**src/rtl/axi4lite_arb2_pkg.sv**
```systemverilog
// Shared types for the two-master AXI4-Lite arbiter: FSM states, response codes
// and packed views of the master-to-slave and slave-to-master signal groups.
package axil_arb_pkg;

    typedef enum logic [2:0] {
        ST_IDLE,
        ST_WR,
        ST_WR_RESP,
        ST_RD,
        ST_RD_RESP,
        ST_FLUSH
    } arb_state_e;

    localparam logic [1:0] RESP_OKAY   = 2'b00;
    localparam logic [1:0] RESP_SLVERR = 2'b10;

    typedef struct packed {
        logic        awvalid;
        logic [31:0] awaddr;
        logic        wvalid;
        logic [31:0] wdata;
        logic [3:0]  wstrb;
        logic        bready;
        logic        arvalid;
        logic [31:0] araddr;
        logic        rready;
    } axil_req_t;

    typedef struct packed {
        logic        awready;
        logic        wready;
        logic        bvalid;
        logic [1:0]  bresp;
        logic        arready;
        logic        rvalid;
        logic [31:0] rdata;
        logic [1:0]  rresp;
    } axil_rsp_t;

endpackage

```
**src/rtl/axi4lite_arb2_if.sv**
```systemverilog
// AXI4-Lite bus bundle; "master" drives requests, "slave" drives responses.
interface axil_if;
    logic        awvalid;
    logic [31:0] awaddr;
    logic        awready;
    logic        wvalid;
    logic [31:0] wdata;
    logic [3:0]  wstrb;
    logic        wready;
    logic        bvalid;
    logic [1:0]  bresp;
    logic        bready;
    logic        arvalid;
    logic [31:0] araddr;
    logic        arready;
    logic        rvalid;
    logic [31:0] rdata;
    logic [1:0]  rresp;
    logic        rready;

    modport master (
        output awvalid, awaddr, wvalid, wdata, wstrb, bready, arvalid, araddr, rready,
        input  awready, wready, bvalid, bresp, arready, rvalid, rdata, rresp
    );

    modport slave (
        input  awvalid, awaddr, wvalid, wdata, wstrb, bready, arvalid, araddr, rready,
        output awready, wready, bvalid, bresp, arready, rvalid, rdata, rresp
    );
endinterface

```
**src/rtl/axi4lite_arb2_rr_pick2.sv**
```systemverilog
// Two-way round-robin picker: a lone requester wins, a tie goes to the port
// that did not win last time.
module axil_rr_pick2 (
    input  logic [1:0] req_i,
    input  logic       last_grant_i,
    output logic [1:0] grant_o
);
    always_comb begin
        if (req_i == 2'b11) grant_o = last_grant_i ? 2'b01 : 2'b10;
        else                grant_o = req_i;
    end
endmodule

```
**src/rtl/axi4lite_arb2.sv**
```systemverilog
// Single-outstanding 2:1 AXI4-Lite arbiter (CPU on inport0, debug on inport1).
// Optional slave watchdog with SLVERR reply and FLUSH state: AXIL_ARB_TIMEOUT_EN.
module axi4lite_arb2
    import axil_arb_pkg::*;
#(
    parameter int unsigned TIMEOUT_CYCLES = 1024
) (
    input  logic       clk_i,
    input  logic       rst_n_i,
    axil_if.slave      inport0,
    axil_if.slave      inport1,
    axil_if.master     outport,
    output logic [1:0] grant_o,
    output logic       timeout_o
);
    arb_state_e state_q;
    logic [1:0] grant_q;
    logic       last_grant_q;
    logic       aw_done_q, w_done_q;

    axil_req_t  req0, req1, req_sel, req_out;
    axil_rsp_t  rsp_slv, rsp_m, rsp0, rsp1;
    logic [1:0] pick;
    logic       pick_wr, aw_hs, w_hs, b_hs, ar_hs, r_hs;

    assign req0 = '{inport0.awvalid, inport0.awaddr, inport0.wvalid, inport0.wdata, inport0.wstrb,
                    inport0.bready, inport0.arvalid, inport0.araddr, inport0.rready};
    assign req1 = '{inport1.awvalid, inport1.awaddr, inport1.wvalid, inport1.wdata, inport1.wstrb,
                    inport1.bready, inport1.arvalid, inport1.araddr, inport1.rready};
    assign rsp_slv = '{outport.awready, outport.wready, outport.bvalid, outport.bresp,
                       outport.arready, outport.rvalid, outport.rdata, outport.rresp};

    assign req_sel = grant_q[1] ? req1 : req0;

    axil_rr_pick2 u_pick (
        .req_i        ({req1.awvalid | req1.arvalid, req0.awvalid | req0.arvalid}),
        .last_grant_i (last_grant_q),
        .grant_o      (pick)
    );
    assign pick_wr = pick[1] ? req1.awvalid : req0.awvalid;

`ifdef AXIL_ARB_TIMEOUT_EN
    localparam int CNT_W = $clog2(TIMEOUT_CYCLES + 1);
    logic [CNT_W-1:0] cnt_q;
    logic             timeout_q, is_wr_q, mst_done_q, slv_done_q;
    logic             expire, mst_ok, slv_ok;

    assign expire = (cnt_q == CNT_W'(TIMEOUT_CYCLES - 1));
    assign mst_ok = mst_done_q | (is_wr_q ? req_sel.bready : req_sel.rready);
    assign slv_ok = slv_done_q | expire | (is_wr_q ? rsp_slv.bvalid : rsp_slv.rvalid);
`endif

    // NOTE: every field gets a default before the case, so no path leaves a latch.
    always_comb begin
        req_out         = req_sel;
        req_out.awvalid = 1'b0;
        req_out.wvalid  = 1'b0;
        req_out.bready  = 1'b0;
        req_out.arvalid = 1'b0;
        req_out.rready  = 1'b0;
        rsp_m           = rsp_slv;
        rsp_m.awready   = 1'b0;
        rsp_m.wready    = 1'b0;
        rsp_m.bvalid    = 1'b0;
        rsp_m.arready   = 1'b0;
        rsp_m.rvalid    = 1'b0;
        case (state_q)
            ST_WR: begin
                // A channel that already handshook is masked until the other catches up.
                req_out.awvalid = req_sel.awvalid && !aw_done_q;
                req_out.wvalid  = req_sel.wvalid  && !w_done_q;
                rsp_m.awready   = rsp_slv.awready && !aw_done_q;
                rsp_m.wready    = rsp_slv.wready  && !w_done_q;
            end
            ST_WR_RESP: begin
                req_out.bready = req_sel.bready;
                rsp_m.bvalid   = rsp_slv.bvalid;
            end
            ST_RD: begin
                req_out.arvalid = req_sel.arvalid;
                rsp_m.arready   = rsp_slv.arready;
            end
            ST_RD_RESP: begin
                req_out.rready = req_sel.rready;
                rsp_m.rvalid   = rsp_slv.rvalid;
            end
`ifdef AXIL_ARB_TIMEOUT_EN
            ST_FLUSH: begin
                // Swallow any late slave response while the master gets SLVERR.
                req_out.bready = 1'b1;
                req_out.rready = 1'b1;
                if (is_wr_q) begin
                    rsp_m.bvalid = !mst_done_q;
                    rsp_m.bresp  = RESP_SLVERR;
                end else begin
                    rsp_m.rvalid = !mst_done_q;
                    rsp_m.rresp  = RESP_SLVERR;
                    rsp_m.rdata  = '0;
                end
            end
`endif
            default: ;
        endcase
    end

    assign aw_hs = req_out.awvalid && rsp_slv.awready;
    assign w_hs  = req_out.wvalid  && rsp_slv.wready;
    assign b_hs  = rsp_slv.bvalid  && req_sel.bready;
    assign ar_hs = req_out.arvalid && rsp_slv.arready;
    assign r_hs  = rsp_slv.rvalid  && req_sel.rready;

    // NOTE: state registers use non-blocking assignments so every update sees pre-edge values.
    always_ff @(posedge clk_i or negedge rst_n_i) begin
        if (!rst_n_i) begin
            state_q      <= ST_IDLE;
            grant_q      <= '0;
            last_grant_q <= 1'b1;
            aw_done_q    <= 1'b0;
            w_done_q     <= 1'b0;
`ifdef AXIL_ARB_TIMEOUT_EN
            cnt_q        <= '0;
            timeout_q    <= 1'b0;
            is_wr_q      <= 1'b0;
            mst_done_q   <= 1'b0;
            slv_done_q   <= 1'b0;
`endif
        end else begin
`ifdef AXIL_ARB_TIMEOUT_EN
            timeout_q <= 1'b0;
`endif
            case (state_q)
                ST_IDLE: begin
                    aw_done_q <= 1'b0;
                    w_done_q  <= 1'b0;
`ifdef AXIL_ARB_TIMEOUT_EN
                    cnt_q     <= '0;
`endif
                    if (|pick) begin
                        grant_q <= pick;
                        state_q <= pick_wr ? ST_WR : ST_RD;
                    end
                end
                ST_WR: begin
                    aw_done_q <= aw_done_q | aw_hs;
                    w_done_q  <= w_done_q | w_hs;
                    if ((aw_done_q | aw_hs) && (w_done_q | w_hs)) state_q <= ST_WR_RESP;
                end
                ST_RD: if (ar_hs) state_q <= ST_RD_RESP;
                ST_WR_RESP, ST_RD_RESP: begin
                    if ((state_q == ST_WR_RESP) ? b_hs : r_hs) begin
                        state_q      <= ST_IDLE;
                        grant_q      <= '0;
                        last_grant_q <= grant_q[1];
                    end
`ifdef AXIL_ARB_TIMEOUT_EN
                    else if (expire) begin
                        state_q    <= ST_FLUSH;
                        timeout_q  <= 1'b1;
                        cnt_q      <= '0;
                        is_wr_q    <= (state_q == ST_WR_RESP);
                        mst_done_q <= 1'b0;
                        slv_done_q <= 1'b0;
                    end else begin
                        cnt_q <= cnt_q + 1'b1;
                    end
`endif
                end
`ifdef AXIL_ARB_TIMEOUT_EN
                ST_FLUSH: begin
                    if (mst_ok && slv_ok) begin
                        state_q      <= ST_IDLE;
                        grant_q      <= '0;
                        last_grant_q <= grant_q[1];
                    end else begin
                        mst_done_q <= mst_ok;
                        slv_done_q <= slv_ok;
                        if (!expire) cnt_q <= cnt_q + 1'b1;
                    end
                end
`endif
                default: state_q <= ST_IDLE;
            endcase
        end
    end

    assign rsp0 = grant_q[0] ? rsp_m : '0;
    assign rsp1 = grant_q[1] ? rsp_m : '0;

    assign {inport0.awready, inport0.wready, inport0.bvalid, inport0.bresp,
            inport0.arready, inport0.rvalid, inport0.rdata, inport0.rresp} = rsp0;
    assign {inport1.awready, inport1.wready, inport1.bvalid, inport1.bresp,
            inport1.arready, inport1.rvalid, inport1.rdata, inport1.rresp} = rsp1;
    assign {outport.awvalid, outport.awaddr, outport.wvalid, outport.wdata, outport.wstrb,
            outport.bready, outport.arvalid, outport.araddr, outport.rready} = req_out;

    assign grant_o = grant_q;
`ifdef AXIL_ARB_TIMEOUT_EN
    assign timeout_o = timeout_q;
`else
    assign timeout_o = 1'b0;
`endif

endmodule

```
**src/flat_wrapper.sv**
```systemverilog
// flat-port wrapper written by rule: the top's interface ports become plain ports
module axi4lite_arb2_flat import axil_arb_pkg::*;
#(
    parameter int unsigned TIMEOUT_CYCLES = 1024
)
  (clk_i, rst_n_i, grant_o, timeout_o, inport0_awvalid, inport0_awaddr, inport0_wvalid, inport0_wdata, inport0_wstrb, inport0_bready, inport0_arvalid, inport0_araddr, inport0_rready, inport0_awready, inport0_wready, inport0_bvalid, inport0_bresp, inport0_arready, inport0_rvalid, inport0_rdata, inport0_rresp, inport1_awvalid, inport1_awaddr, inport1_wvalid, inport1_wdata, inport1_wstrb, inport1_bready, inport1_arvalid, inport1_araddr, inport1_rready, inport1_awready, inport1_wready, inport1_bvalid, inport1_bresp, inport1_arready, inport1_rvalid, inport1_rdata, inport1_rresp, outport_awvalid, outport_awaddr, outport_wvalid, outport_wdata, outport_wstrb, outport_bready, outport_arvalid, outport_araddr, outport_rready, outport_awready, outport_wready, outport_bvalid, outport_bresp, outport_arready, outport_rvalid, outport_rdata, outport_rresp);
  axil_if inport0_i ();
  axil_if inport1_i ();
  axil_if outport_i ();
  input  logic clk_i;
  input  logic rst_n_i;
  output logic [1:0] grant_o;
  output logic timeout_o;
  input wire logic [$bits(inport0_i.awvalid)-1:0] inport0_awvalid;
  input wire logic [$bits(inport0_i.awaddr)-1:0] inport0_awaddr;
  input wire logic [$bits(inport0_i.wvalid)-1:0] inport0_wvalid;
  input wire logic [$bits(inport0_i.wdata)-1:0] inport0_wdata;
  input wire logic [$bits(inport0_i.wstrb)-1:0] inport0_wstrb;
  input wire logic [$bits(inport0_i.bready)-1:0] inport0_bready;
  input wire logic [$bits(inport0_i.arvalid)-1:0] inport0_arvalid;
  input wire logic [$bits(inport0_i.araddr)-1:0] inport0_araddr;
  input wire logic [$bits(inport0_i.rready)-1:0] inport0_rready;
  output wire logic [$bits(inport0_i.awready)-1:0] inport0_awready;
  output wire logic [$bits(inport0_i.wready)-1:0] inport0_wready;
  output wire logic [$bits(inport0_i.bvalid)-1:0] inport0_bvalid;
  output wire logic [$bits(inport0_i.bresp)-1:0] inport0_bresp;
  output wire logic [$bits(inport0_i.arready)-1:0] inport0_arready;
  output wire logic [$bits(inport0_i.rvalid)-1:0] inport0_rvalid;
  output wire logic [$bits(inport0_i.rdata)-1:0] inport0_rdata;
  output wire logic [$bits(inport0_i.rresp)-1:0] inport0_rresp;
  input wire logic [$bits(inport1_i.awvalid)-1:0] inport1_awvalid;
  input wire logic [$bits(inport1_i.awaddr)-1:0] inport1_awaddr;
  input wire logic [$bits(inport1_i.wvalid)-1:0] inport1_wvalid;
  input wire logic [$bits(inport1_i.wdata)-1:0] inport1_wdata;
  input wire logic [$bits(inport1_i.wstrb)-1:0] inport1_wstrb;
  input wire logic [$bits(inport1_i.bready)-1:0] inport1_bready;
  input wire logic [$bits(inport1_i.arvalid)-1:0] inport1_arvalid;
  input wire logic [$bits(inport1_i.araddr)-1:0] inport1_araddr;
  input wire logic [$bits(inport1_i.rready)-1:0] inport1_rready;
  output wire logic [$bits(inport1_i.awready)-1:0] inport1_awready;
  output wire logic [$bits(inport1_i.wready)-1:0] inport1_wready;
  output wire logic [$bits(inport1_i.bvalid)-1:0] inport1_bvalid;
  output wire logic [$bits(inport1_i.bresp)-1:0] inport1_bresp;
  output wire logic [$bits(inport1_i.arready)-1:0] inport1_arready;
  output wire logic [$bits(inport1_i.rvalid)-1:0] inport1_rvalid;
  output wire logic [$bits(inport1_i.rdata)-1:0] inport1_rdata;
  output wire logic [$bits(inport1_i.rresp)-1:0] inport1_rresp;
  output wire logic [$bits(outport_i.awvalid)-1:0] outport_awvalid;
  output wire logic [$bits(outport_i.awaddr)-1:0] outport_awaddr;
  output wire logic [$bits(outport_i.wvalid)-1:0] outport_wvalid;
  output wire logic [$bits(outport_i.wdata)-1:0] outport_wdata;
  output wire logic [$bits(outport_i.wstrb)-1:0] outport_wstrb;
  output wire logic [$bits(outport_i.bready)-1:0] outport_bready;
  output wire logic [$bits(outport_i.arvalid)-1:0] outport_arvalid;
  output wire logic [$bits(outport_i.araddr)-1:0] outport_araddr;
  output wire logic [$bits(outport_i.rready)-1:0] outport_rready;
  input wire logic [$bits(outport_i.awready)-1:0] outport_awready;
  input wire logic [$bits(outport_i.wready)-1:0] outport_wready;
  input wire logic [$bits(outport_i.bvalid)-1:0] outport_bvalid;
  input wire logic [$bits(outport_i.bresp)-1:0] outport_bresp;
  input wire logic [$bits(outport_i.arready)-1:0] outport_arready;
  input wire logic [$bits(outport_i.rvalid)-1:0] outport_rvalid;
  input wire logic [$bits(outport_i.rdata)-1:0] outport_rdata;
  input wire logic [$bits(outport_i.rresp)-1:0] outport_rresp;
  assign inport0_i.awvalid = inport0_awvalid;
  assign inport0_i.awaddr = inport0_awaddr;
  assign inport0_i.wvalid = inport0_wvalid;
  assign inport0_i.wdata = inport0_wdata;
  assign inport0_i.wstrb = inport0_wstrb;
  assign inport0_i.bready = inport0_bready;
  assign inport0_i.arvalid = inport0_arvalid;
  assign inport0_i.araddr = inport0_araddr;
  assign inport0_i.rready = inport0_rready;
  assign inport0_awready = inport0_i.awready;
  assign inport0_wready = inport0_i.wready;
  assign inport0_bvalid = inport0_i.bvalid;
  assign inport0_bresp = inport0_i.bresp;
  assign inport0_arready = inport0_i.arready;
  assign inport0_rvalid = inport0_i.rvalid;
  assign inport0_rdata = inport0_i.rdata;
  assign inport0_rresp = inport0_i.rresp;
  assign inport1_i.awvalid = inport1_awvalid;
  assign inport1_i.awaddr = inport1_awaddr;
  assign inport1_i.wvalid = inport1_wvalid;
  assign inport1_i.wdata = inport1_wdata;
  assign inport1_i.wstrb = inport1_wstrb;
  assign inport1_i.bready = inport1_bready;
  assign inport1_i.arvalid = inport1_arvalid;
  assign inport1_i.araddr = inport1_araddr;
  assign inport1_i.rready = inport1_rready;
  assign inport1_awready = inport1_i.awready;
  assign inport1_wready = inport1_i.wready;
  assign inport1_bvalid = inport1_i.bvalid;
  assign inport1_bresp = inport1_i.bresp;
  assign inport1_arready = inport1_i.arready;
  assign inport1_rvalid = inport1_i.rvalid;
  assign inport1_rdata = inport1_i.rdata;
  assign inport1_rresp = inport1_i.rresp;
  assign outport_awvalid = outport_i.awvalid;
  assign outport_awaddr = outport_i.awaddr;
  assign outport_wvalid = outport_i.wvalid;
  assign outport_wdata = outport_i.wdata;
  assign outport_wstrb = outport_i.wstrb;
  assign outport_bready = outport_i.bready;
  assign outport_arvalid = outport_i.arvalid;
  assign outport_araddr = outport_i.araddr;
  assign outport_rready = outport_i.rready;
  assign outport_i.awready = outport_awready;
  assign outport_i.wready = outport_wready;
  assign outport_i.bvalid = outport_bvalid;
  assign outport_i.bresp = outport_bresp;
  assign outport_i.arready = outport_arready;
  assign outport_i.rvalid = outport_rvalid;
  assign outport_i.rdata = outport_rdata;
  assign outport_i.rresp = outport_rresp;
  axi4lite_arb2 #(.TIMEOUT_CYCLES(TIMEOUT_CYCLES)) u_core (.clk_i(clk_i), .rst_n_i(rst_n_i), .inport0(inport0_i), .inport1(inport1_i), .outport(outport_i), .grant_o(grant_o), .timeout_o(timeout_o));
endmodule
```
**config.mk**
```make
export PLATFORM = sky130hd
export DESIGN_NAME = axi4lite_arb2_flat
export DESIGN_NICKNAME = d
export VERILOG_FILES = /design/src/rtl/axi4lite_arb2_pkg.sv /design/src/rtl/axi4lite_arb2_if.sv /design/src/rtl/axi4lite_arb2_rr_pick2.sv /design/src/rtl/axi4lite_arb2.sv /design/src/flat_wrapper.sv
export SDC_FILE = /design/constraint.sdc
export NUM_CORES = 1
export LEC_CHECK = 0
export CAP_MARGIN = 25
export CORE_AREA = 2 2 170 172
export CTS_BUF_LIST = sky130_fd_sc_hd__clkbuf_8
export DETAILED_ROUTE_END_ITERATION = 8
export DIE_AREA = 0 0 172 174
export PLACE_DENSITY_LB_ADDON = 0.08
export SYNTH_ARGS = -nofsm -noshare
export SYNTH_HDL_FRONTEND = slang
export SYNTH_SLANG_ARGS = --single-unit
```
**constraint.sdc**
```tcl
create_clock -name clk_i -period 3.85 [get_ports clk_i]
set_clock_uncertainty 0.1 [all_clocks]
set_input_delay 0.385 -clock clk_i [delete_from_list [all_inputs] [get_ports clk_i]]
set_output_delay 0.385 -clock clk_i [all_outputs]
set_load 0.03 [all_outputs]
```
## Yosys cells after proc, flatten, opt, wreduce, memory -nomap -nowiden

Index checks and enable logic that the tools add are counted.

| operators by class | value |
|---|---|
| equal/unequal tests | 9 |
| mux-type cells | 27 |
| bitwise operators | 4 |
| reduce and logical (&&, ||, !) cells | 20 |

Operator list:

| operator | count |
|---|---|
| $mux 105 | 1 |
| $mux 41 | 2 |
| $mux 2 | 6 |
| $mux 3 | 4 |
| $pmux 3 s4 | 1 |
| $logic_and 1x1->1 | 10 |
| $mux 1 | 10 |
| $ne 2x1->1 const B | 4 |
| $eq 3x2->1 const B | 2 |
| $or 1x1->1 | 4 |
| $pmux 1 s2 | 2 |
| $pmux 2 s2 | 1 |
| $reduce_and 4->1 | 1 |
| $reduce_bool 2->1 | 2 |
| $reduce_or 2->1 | 2 |
| $eq 3x1->1 const B | 1 |
| $eq 3x3->1 const B | 1 |
| $logic_not 3->1 | 1 |
| $reduce_and 3->1 | 1 |
| $eq 2x2->1 const B | 1 |
| $logic_not 1->1 | 2 |
| $reduce_and 2->1 | 1 |

| storage, ports and cells | value |
|---|---|
| register bits | 8 |
| input port bits | 253 |
| output and inout port bits | 190 |
| logic and storage cells | 65 |

## Depth between registers and ports, before layout

| logic depth | value |
|---|---|
| word-level depth | 8 |
| depth in mapped cells | 6 |
| depth with buffers taken out | 4 |

## Hierarchy

From an unflattened synthesis, not the netlist that was laid out.

| unflattened totals | value |
|---|---|
| cells, all modules | 279 |
| area, all modules | 2386.0 µm² |

By module, submodules not included:

| module | instances | cells each | area each (µm²) | sequential area each (µm²) |
|---|---|---|---|---|
| axi4lite_arb2 | 1 | 276 | 2367.3 | 201.4 |
| axil_rr_pick2 | 1 | 3 | 18.8 | 0.0 |

## Worst setup path after synthesis

No wires, ideal clock.

| timing path | value |
|---|---|
| path kind | register -> output |
| from | reg u_core.grant_q[1], in the netlist u_core.grant_o[1] |
| to | out inport1_awready |
| arrival | 2.138 ns |
| data required time | 3.365 ns |
| path slack | 1.227 ns |
| stages on the path, launching flop included | 7 |
| path buffers | 4 |
| cells stage by stage | dfrtp_1 buf_4 buf_2 buf_2 buf_2 nand3_1 nor3b_1 |

| between the ends | value |
|---|---|
| word-level cells in the longest chain between the ends | 1 |

Ends and longest elaborated chain:

| element | line | text |
|---|---|---|
| start: declaration | axi4lite_arb2.sv:17 | `logic [1:0] grant_q;` |
| start signal: assignment | axi4lite_arb2.sv:139 | `grant_q <= pick;` |
| $mux 41 | axi4lite_arb2.sv:187 | `assign rsp1 = grant_q[1] ? rsp_m : '0;` |
| end: declaration | flat_wrapper.sv:40 | `output wire logic [$bits(inport1_i.awready)-1:0] inport1_awready;` |

No other way between the ends.

## Worst setup path after layout

| timing path | value |
|---|---|
| from | reg u_core.grant_q[1], in the netlist u_core.grant_o[1] |
| to | out outport_awaddr[29] |

| between the ends | value |
|---|---|
| word-level cells in the longest chain between the ends | 1 |

Ends and longest elaborated chain:

| element | line | text |
|---|---|---|
| $mux 105 | axi4lite_arb2.sv:33 | `assign req_sel = grant_q[1] ? req1 : req0;` |
| end: declaration | flat_wrapper.sv:49 | `output wire logic [$bits(outport_i.awaddr)-1:0] outport_awaddr;` |

No other way between the ends.

==> impl_table.tex <==
\begin{tabular}{lr}
\hline
Metric & Value \\
\hline
\multicolumn{2}{l}{\textbf{Placed design}} \\
Count of input and output buffers & 441 \\
Post-placement cell area & 0.00719 sq mm \\
DP Wirelength & 17.0 mm \\
GP Congestion & 0.769 \\
\multicolumn{2}{l}{\textbf{Finish}} \\
Area of the multi-input gates & 0.00204 sq mm \\
Fin area & 0.00725 sq mm \\
Register area & 205 sq um \\
Final Net Count & 960 \\
Filler Cells Inserted & 3082 \\
Ratio of cells with drive above 1 in the final layout & 15.7\% \\
Area Growth Syn to Fin & 204\% \\
\multicolumn{2}{l}{\textbf{Synthesis}} \\
Yosys warnings & 0 \\
Synthesized flop and latch total & 8 \\
Syn Nets & 537 \\
Seq/Total Area, Yosys & 8.46\% \\
Number of instances in the synthesized netlist & 284 \\
Number of distinct standard cells referenced by the synthesized netlist & 36 \\
Post-Syn Area per Cell & 8.38 sq um \\
Share of synthesized registers carrying an async set or reset & 100\% \\
Area of the mapped netlist & 0.00238 sq mm \\
Number of synthesized flops with an enable pin & 0 \\
Top\_reg\_cell synth & dfrtp\_1 \\
\multicolumn{2}{l}{\textbf{STA}} \\
Fmax achieved & 0.317 GHz \\
Fin crit share & 82.0\% \\
Unrepaired setup endpoints after global routing & no \\
Setup-failing EPs final & 0 \\
Worst hold-check slack & 362 ps \\
Tightest slew margin relative to the limit & 42.6\% \\
Slew at the pin closest to its max-slew limit & 861 ps \\
Final hold violation count & 0 \\
Max-slew violation count & 0 \\
Fin Setup TNS & 0 ps \\
Tmin final & 3160 ps \\
\multicolumn{2}{l}{\textbf{Setup path}} \\
R2R depth & 4 \\
Capturing element type of the critical path & output pin \\
Setup CP Type & flop to output pin \\
Maximum fanout along the worst path & 66 \\
Reg-to-reg critical path endpoint & u\_core.last\_grant\_q\$\_DFFE\_PN1P\_ \\
Nature of the critical path startpoint & flop \\
Arrival @ worst endpoint & 2670 ps \\
Source of the worst register-to-register timing path & u\_core.grant\_o[1]\$\_DFFE\_PN0P\_ \\
Data required time of the worst path & 3370 ps \\
Register-to-register path setup slack & 1340 ps \\
\multicolumn{2}{l}{\textbf{Global route}} \\
Number of global-route vias before repair & 3990 \\
Wire length of the first global-routing pass & 25.9 mm \\
Maximum number of pins on one net before global-route repair & 67 \\
Remaining Overflow, GRT & 0 \\
Number of antenna violations at the first check in global routing & 5 \\
Global-route usage over all layers & 11.7\% \\
\multicolumn{2}{l}{\textbf{Die}} \\
Starting density of the core & 8.43\% \\
Number of I/O pins & 443 \\
Die boundary height & 174 um \\
Width of the die & 172 um \\
Die Area & 0.0299 sq mm \\
Floorplan Core Area & 0.0282 sq mm \\
Number of core rows & 62 \\
\multicolumn{2}{l}{\textbf{Drt}} \\
Antenna-violating nets left & 0 \\
Routed length per placed instance & 17.7 um \\
Count of unresolved DRC violations after routing & 0 \\
Detailed Routing Iterations Pass 1 & 4 \\
Routed wire length & 19.4 mm \\
Vias post-DR & 3818 \\
Via-to-Cell Ratio & 3.49 \\
Iter 0 DRT Violations & 102 \\
\multicolumn{2}{l}{\textbf{Clock tree}} \\
Post-CTS resize count & 0 \\
H-Tree Depth & 1 \\
Total CTS buffers & 3 \\
Setup repair bufs after CTS & 0 \\
Clock transition at the registers of the reported paths & 50 ps \\
Clock latency on the worst-skew pair & 230 ps \\
Clock Sinks & 8 \\
CTS tree & built \\
Count of hold-fix buffers inserted at cts & 0 \\
Clk buf depth & 2 \\
Clock tree root driver cell & clkbuf\_8 \\
\multicolumn{2}{l}{\textbf{Power}} \\
Pwr Density & 575 mW/mm\^{}2 \\
Share of total power in combinational logic & 89.1\% \\
Internal power & 1960 uW \\
Worst IR Drop VDD & 0.000222 V \\
Proportion of power drawn by the clock network & 2.6\% \\
Total leakage power & 0.00263 uW \\
Switching Share & 52.9\% \\
Proportion of power drawn by flip-flops and latches & 8.3\% \\
Net Switching & 2210 uW \\
\multicolumn{2}{l}{\textbf{Hold path}} \\
Path category of the worst min-delay check & primary input to asynchronous set/reset pin \\
\multicolumn{2}{l}{\textbf{Flow run}} \\
Max cap viols & 0 \\
\multicolumn{2}{l}{\textbf{Status}} \\
Result of the run & completed \\
\hline
\end{tabular}
==> logic make-up (layout without fill, tap and decap cells) <==
| family | count (synthesis) | in the layout | synth area share (%) |
|---|---|---|---|
| AO/OA/AOI/OAI | 21 | 21 | 6.25 |
| buffers and inverters | 31 | 453 | 5.83 |
| flip-flops | 8 | 8 | 8.46 |
| multiplexers | 106 | 106 | 49.9 |
| other | 1 | 5 | 0.157 |
| AND/OR/NAND/NOR | 117 | 117 | 29.4 |
==> sequential cells by signal (all words and copies together) (netlist names) <==
signal and count:
u_core.state_q 3, u_core.grant_o 2, u_core.aw_done_q 1, u_core.last_grant_q 1, u_core.w_done_q 1
==> cell usage after synthesis (2+ instances only) <==
| cell | number | share of area (%) |
|---|---|---|
| a21oi_1 | 3 | 0.63 |
| a31oi_1 | 2 | 0.53 |
| and2_1 | 72 | 19 |
| and3_1 | 5 | 1.3 |
| buf_2 | 12 | 2.5 |
| buf_4 | 2 | 0.63 |
| clkbuf_1 | 12 | 1.9 |
| dfrtp_1 | 7 | 7.4 |
| inv_1 | 5 | 0.79 |
| mux2_2 | 101 | 48 |
| mux2i_1 | 4 | 1.7 |
| nand2_1 | 8 | 1.3 |
| nand2b_1 | 3 | 0.79 |
| nand3_1 | 2 | 0.42 |
| nor2_1 | 7 | 1.1 |
| nor2b_1 | 5 | 1.3 |
| nor3_1 | 6 | 1.3 |
| nor3b_1 | 5 | 1.6 |
| o21ai_0 | 4 | 0.84 |
| o221ai_1 | 2 | 0.74 |
| o22ai_1 | 2 | 0.53 |
==> worst max path at each step <==
stage                                        startpoint                  to  slack (ps)
after global routing      u_core.grant_o[1]$_DFFE_PN0P_  outport_awaddr[25]         550
after floorplan           u_core.grant_o[1]$_DFFE_PN0P_     inport1_awready        1230
final                     u_core.grant_o[1]$_DFFE_PN0P_  outport_awaddr[29]         690
after detailed placement  u_core.grant_o[1]$_DFFE_PN0P_  outport_awaddr[29]         880
after global placement    u_core.grant_o[1]$_DFFE_PN0P_  outport_awaddr[25]         900
after CTS                 u_core.grant_o[1]$_DFFE_PN0P_  outport_awaddr[29]         630
==> cell type report <==
type | instances | area share, %
inverter | 5 | 0.259
clock buffer | 3 | 0.570
tap | 384 | 6.63
clock inverter | 1 | 0.0518
timing repair buffer | 444 | 61.4
antenna | 4 | 0.138
multi-input combinational | 245 | 28.1
sequential | 8 | 2.83
==> placed cells by master (no fill, tap or decap), types with 6 or more instances in the layout <==
master           count
dfrtp_1              6
nand2_1              8
inv_1                6
and2_1              72
nor3_1               6
nor2_1               7
clkdlybuf4s50_1    441
mux2_2             101
==> power groups by stage <==
| stage | registers [uW] | clock network [uW] | logic, uW |
|---|---|---|---|
| global placement | 352 | 0 | 3760 |
| CTS | 354 | 114 | 3770 |
| global route | 376 | 119 | 3900 |
| finish | 345 | 109 | 3720 |
| floorplan | 173 | 0 | 2290 |
| detailed placement | 356 | 0 | 3750 |
==> critical path: stages, from the launching register on <==
cell and delay (ps):
dfrtp_4 990, buf_12 350, mux2_2 380, clkdlybuf4s50_1 680
==> through the flow <==
stage	cells	util, %	setup WS [ps]	total power, uW
3_5_place_dp	1086	25.5	875	4110
4_1_cts	1090	25.6	626	4240
3_3_place_gp	1086	25.5	900	4120
2_1_floorplan	284	-	1230	2470
6_report	1094	25.7	694	4170
5_1_grt	1093	25.7	547	4400
==> routing by layer <==
layer  vias up  GRT usage, %  share of wire, %
met5         -             0              0.12
met4         4          3.22               2.0
met3        18          3.94                10
met2       210          23.5                54
met1      1741          11.1                34
li1       1845             -                 -
No activity file was read; power rests on OpenSTA's default activity.
